$ cat config.mk
export PLATFORM = sky130hd
export DESIGN_NAME = id_ex
export DESIGN_NICKNAME = d
export VERILOG_FILES = /design/src/rtl/id_ex_pkg.sv /design/src/rtl/id_ex_field_reg.sv /design/src/rtl/id_ex.sv
export SDC_FILE = /design/constraint.sdc
export NUM_CORES = 1
export LEC_CHECK = 0
export ABC_AREA = 0
export ABC_CLOCK_PERIOD_IN_PS = 950
export CAP_MARGIN = 5
export CORE_ASPECT_RATIO = 1.25
export CORE_MARGIN = 4
export CORE_UTILIZATION = 39
export CTS_CLUSTER_DIAMETER = 50
export DETAILED_ROUTE_END_ITERATION = 16
export PLACE_DENSITY = 0.84
export REMOVE_ABC_BUFFERS = 1
export SLEW_MARGIN = 0
export SYNTH_ARGS = -nofsm -noshare
export SYNTH_HDL_FRONTEND = slang
export SYNTH_SLANG_ARGS = --single-unit
$ cat constraint.sdc
create_clock -name CLK -period 0.95 [get_ports CLK]
set_input_delay 0.19 -clock CLK [delete_from_list [all_inputs] [get_ports CLK]]
set_output_delay 0.19 -clock CLK [all_outputs]
set_load 0.01 [all_outputs]
$ cat src/rtl/id_ex_pkg.sv
// Shared types and constants for the ID/EX pipeline register.
package id_ex_pkg;

  localparam int DATA_W_DEFAULT = 16;
  localparam int ALUOP_W        = 3;
  localparam int NUM_DATA       = 8;

  typedef struct packed {
    logic               regwrite;
    logic               alusrc;
    logic [ALUOP_W-1:0] aluop;
    logic               memwrite;
    logic               memread;
    logic               regstore;
  } ctrl_t;

  localparam int CTRL_W = $bits(ctrl_t);

endpackage

$ cat src/rtl/id_ex_field_reg.sv
// Enable-gated register with asynchronous active-low clear; one per pipeline field group.
module id_ex_field_reg #(
  parameter int W = 16
) (
  input  logic         clk,
  input  logic         rst_n,
  input  logic         en,
  input  logic [W-1:0] d,
  output logic [W-1:0] q
);

  always_ff @(posedge clk or negedge rst_n) begin
    if (!rst_n)  q <= '0;
    else if (en) q <= d;
  end

endmodule

$ cat src/rtl/id_ex.sv
// ID/EX pipeline register: one-cycle capture of decode control and operands, stall by RegWrite=0.
// Optional bubble insertion on the control group when ID_EX_FLUSH_EN is defined.
module id_ex
  import id_ex_pkg::*;
#(
  parameter int DATA_W = DATA_W_DEFAULT
) (
  input  logic                CLK,
  input  logic                Reset,
  input  logic                RegWrite,
`ifdef ID_EX_FLUSH_EN
  input  logic                Flush,
`endif
  input  logic                IRegWrite,
  input  logic                IALUSrc,
  input  logic [ALUOP_W-1:0]  IALUOP,
  input  logic                IMemWrite,
  input  logic                IMemRead,
  input  logic                IRegStore,
  input  logic [DATA_W-1:0]   IPCP2,
  input  logic [DATA_W-1:0]   I1stArg,
  input  logic [DATA_W-1:0]   I2ndArg,
  input  logic [DATA_W-1:0]   I3rdArg,
  input  logic [DATA_W-1:0]   IImm,
  input  logic [DATA_W-1:0]   IRs1,
  input  logic [DATA_W-1:0]   IRs2,
  input  logic [DATA_W-1:0]   IRd,
  output logic                ORegWrite,
  output logic                OALUSrc,
  output logic [ALUOP_W-1:0]  OALUOP,
  output logic                OMemWrite,
  output logic                OMemRead,
  output logic                ORegStore,
  output logic [DATA_W-1:0]   OPCP2,
  output logic [DATA_W-1:0]   O1stArg,
  output logic [DATA_W-1:0]   O2ndArg,
  output logic [DATA_W-1:0]   O3rdArg,
  output logic [DATA_W-1:0]   OImm,
  output logic [DATA_W-1:0]   ORs1,
  output logic [DATA_W-1:0]   ORs2,
  output logic [DATA_W-1:0]   ORd
);

  ctrl_t             ctrl_in;
  ctrl_t             ctrl_d;
  ctrl_t             ctrl_q;
  logic              ctrl_en;
  logic [DATA_W-1:0] din  [NUM_DATA];
  logic [DATA_W-1:0] dout [NUM_DATA];

  assign ctrl_in = {IRegWrite, IALUSrc, IALUOP, IMemWrite, IMemRead, IRegStore};

`ifdef ID_EX_FLUSH_EN
  // A flush zeroes the controls even during a stall so the bubble cannot write state.
  assign ctrl_en = RegWrite | Flush;
  assign ctrl_d  = Flush ? '0 : ctrl_in;
`else
  assign ctrl_en = RegWrite;
  assign ctrl_d  = ctrl_in;
`endif

  id_ex_field_reg #(.W(CTRL_W)) u_ctrl (
    .clk   (CLK),
    .rst_n (Reset),
    .en    (ctrl_en),
    .d     (ctrl_d),
    .q     (ctrl_q)
  );

  assign din[0] = IPCP2;
  assign din[1] = I1stArg;
  assign din[2] = I2ndArg;
  assign din[3] = I3rdArg;
  assign din[4] = IImm;
  assign din[5] = IRs1;
  assign din[6] = IRs2;
  assign din[7] = IRd;

  for (genvar i = 0; i < NUM_DATA; i++) begin : g_data
    id_ex_field_reg #(.W(DATA_W)) u_reg (
      .clk   (CLK),
      .rst_n (Reset),
      .en    (RegWrite),
      .d     (din[i]),
      .q     (dout[i])
    );
  end

  assign ORegWrite = ctrl_q.regwrite;
  assign OALUSrc   = ctrl_q.alusrc;
  assign OALUOP    = ctrl_q.aluop;
  assign OMemWrite = ctrl_q.memwrite;
  assign OMemRead  = ctrl_q.memread;
  assign ORegStore = ctrl_q.regstore;
  assign OPCP2     = dout[0];
  assign O1stArg   = dout[1];
  assign O2ndArg   = dout[2];
  assign O3rdArg   = dout[3];
  assign OImm      = dout[4];
  assign ORs1      = dout[5];
  assign ORs2      = dout[6];
  assign ORd       = dout[7];

endmodule

==> impl_metrics.ini <==
[clock_tree]
cts_buffers = 17
clock-sinks = 136
clock_insertion_delay_worst_skew_ns = 0.40
clkTransAtPathRegs_ns = 0.06
h-tree-depth = 4
clockBufferDepth = 2
tritoncts = yes
ctsRootBufferMaster = sky130_fd_sc_hd__clkbuf_16

[synthesis]
netlist.area_leader.share_pct = 65.5
number_of_different_library_cells_in_the_post_synthesis_netlist = 5
netlist_instances = 287
ys_warn_count = 0
synth.top_cells.by_area = sky130_fd_sc_hd__dfrtp_1 65%, sky130_fd_sc_hd__mux2_2 21%, sky130_fd_sc_hd__mux2_4 12%
yosysTopAreaCell = sky130_fd_sc_hd__dfrtp_1
postSynthAreaPerCell_um2 = 18.1
post_synth_instance_area_um2 = 5200
postSynthRegisterBits = 136
synth_sequential_area_ratio_pct = 65.5

[flow_run]
number_of_maximum_capacitance_constraint_violations = 0

[floorplan]
floorplan.rows = 46
start_util_pct = 40.3
floorplan.die_area_um2 = 15200
die_wd_um = 111
design.core.area_um2 = 12900
die_h_um = 137
ports_placed_on_the_boundary = 275

[critical_path]
worstPathMaxFanout = 2
required_ns = 0.76
cpLargestDelayFamily = flip-flops
crit_path_cell_chain = buf_6
critical_path_arrival_ns = 0.95
combined_buffer_and_inverter_count_along_the_critical_path = 1
cp-start-kind = flop
setup.worst_path.class = flop to output pin
slowest_stage = sky130_fd_sc_hd__dfrtp_1
endpoint_kind = output pin
cp_slowest_stage_delay_ns = 0.41

[sta]
final-hold-violation-count = 0
final.min_clock_period_ns = 1.14
finalWorstSetupSlack_ns = -0.194
fmaxAchievable_ghz = 0.874
worst_pin_slew_ns = 0.217
finalCritPeriodShare_pct = 120
max_slew_violation_count = 0
maxSlewHeadroom_pct = 85.6
finClkSkew_ns = 0
setup-violations-final = 147
unrepaired_setup_endpoints_after_global_routing = yes

[global_route]
overall_routing_resource_usage_pct = 20.4
grt_pass1_vias = 4468
grt_pass1_wl_um = 23900
grt_start_max_net_pins = 33
gr-total-overflow = 0
grt_antenna_before_repair = 0

[drt]
drtAntennaViolNets = 0
routedWlPerCell_um = 19.4
detail_route.wirelength_um = 15800
drcViolationCount = 0
drt-vias-per-instance = 4.70
first_iter_violations = 85
detailroute.via_count = 3828
drt_pass1_iterations = 4

[layout]
fillCellCount = 868
layout-drive-gt1-share_pct = 57.7
most_used_cells_in_the_layout_excluding_fill_and_tap_cells = 136 x sky130_fd_sc_hd__dfrtp_1, 136 x sky130_fd_sc_hd__clkdlybuf4s50_1, 94 x sky130_fd_sc_hd__mux2_2
layout.core_utilization_pct = 70.4
area_growth_pct = 74.5
finalNonFillerCells = 814
finish.net_count = 772
antenna-diode-count = 0

[power_and_ir_drop]
comb_power_share_pct = 20.1
power.switching_fraction_pct = 24.3
power_density_nw_per_um2 = 1870
max-vdd-ir-drop_uv = 1330
cellInternalPower_mw = 12.8
switching_power_mw = 4.12
static-leakage-power_nw = 4.20
clkPwrFrac_pct = 40.0
share_seq_of_total_power_pct = 39.9

[outcome]
violated_checks = setup timing
outcome = finished with violations

[placed_design]
port_buffers = 274
routabilityCongestion = 0.752
hpwl_um = 11400
placedCellCount = 734

[hold_path]
hold_path.class = primary input to asynchronous set/reset pin
==> power groups by stage <==
stage	Combinational (mW)	Clock, mW	Sequential [mW]
2_1_floorplan	0.705	0	7.04
3_3_place_gp	3.23	0	6.74
3_5_place_dp	3.30	0	6.79
4_1_cts	3.21	6.89	6.72
5_1_grt	3.62	7.15	6.82
6_report	3.40	6.78	6.75
==> what timing repair did <==
item | in CTS | in global routing
hold buffers | 1 | 0
setup endpoints to repair | 136 | 141
setup buffers | 30 | 24
endpoints found under the hold margin | 136 | 0
gates resized for setup | 602 | 33
==> path summary, 6_finish.rpt <==
kind	from	end	slack (ns)	cells past startpoint
hold / removal	Reset	g_data[5].u_reg.q[8]	0.19	2
hold reg to reg	g_data[4].u_reg.q[2]	g_data[4].u_reg.q[2]	0.50	1
setup / recovery	g_data[4].u_reg.q[9]	OImm[9]	-0.19	1
setup reg to reg	g_data[0].u_reg.q[11]	g_data[0].u_reg.q[11]	-0.06	3
min in group CLK	RegWrite	g_data[4].u_reg.q[2]	0.28	3
max in group asynchronous	Reset	g_data[2].u_reg.q[12]	0.32	3
==> synth_stat cells <==
cell type and n:
sky130_fd_sc_hd__dfrtp_1 136, sky130_fd_sc_hd__mux2_2 96, sky130_fd_sc_hd__mux2_4 40, sky130_fd_sc_hd__buf_2 9, sky130_fd_sc_hd__buf_6 6
==> cell type report <==
type / instances / area, um^2 / share of cell area (%)
sequential: 136 / 3400 / 37.5
timing repair buffer: 342 / 3160 / 34.8
multi-input combinational: 136 / 1690 / 18.6
clock buffer: 18 / 439 / 4.84
tap: 168 / 210 / 2.32
clock inverter: 14 / 171 / 1.89
==> flip-flops by register name, indices dropped and copies added (netlist names) <==
name            flops
g_data.u_reg.q    128
u_ctrl.q            8
==> kinds of logic after synthesis <==
group	count (synthesis)	share of synthesized area, %
multiplexers	136	32.4
flip-flops	136	65.5
buffers and inverters	15	2.17
==> per-layer routing <==
metal | global-route usage (%) | share of wire, % | up-vias
met1 | 19.2 | 33 | 1881
li1 | - | - | 1706
met2 | 37.1 | 54 | 193
met5 | 0 | 0 | -
met4 | 10.8 | 4.6 | 0
met3 | 8.93 | 8.6 | 48
==> stage by stage <==
step	setup TNS [ns]	hold WS, ns	area [um^2]	setup slack (ns)	power, mW
floorplan	0	-0.106	5080	0.171	7.75
global placement	-27.70	0.0445	8280	-0.144	9.97
detailed placement	-30.69	0.0492	8280	-0.165	10.1
CTS	-24.69	0.184	8780	-0.217	16.8
global route	-27.73	0.204	9070	-0.236	17.6
finish	-22.61	0.187	9070	-0.194	16.9
No activity file was read; power rests on OpenSTA's default activity.
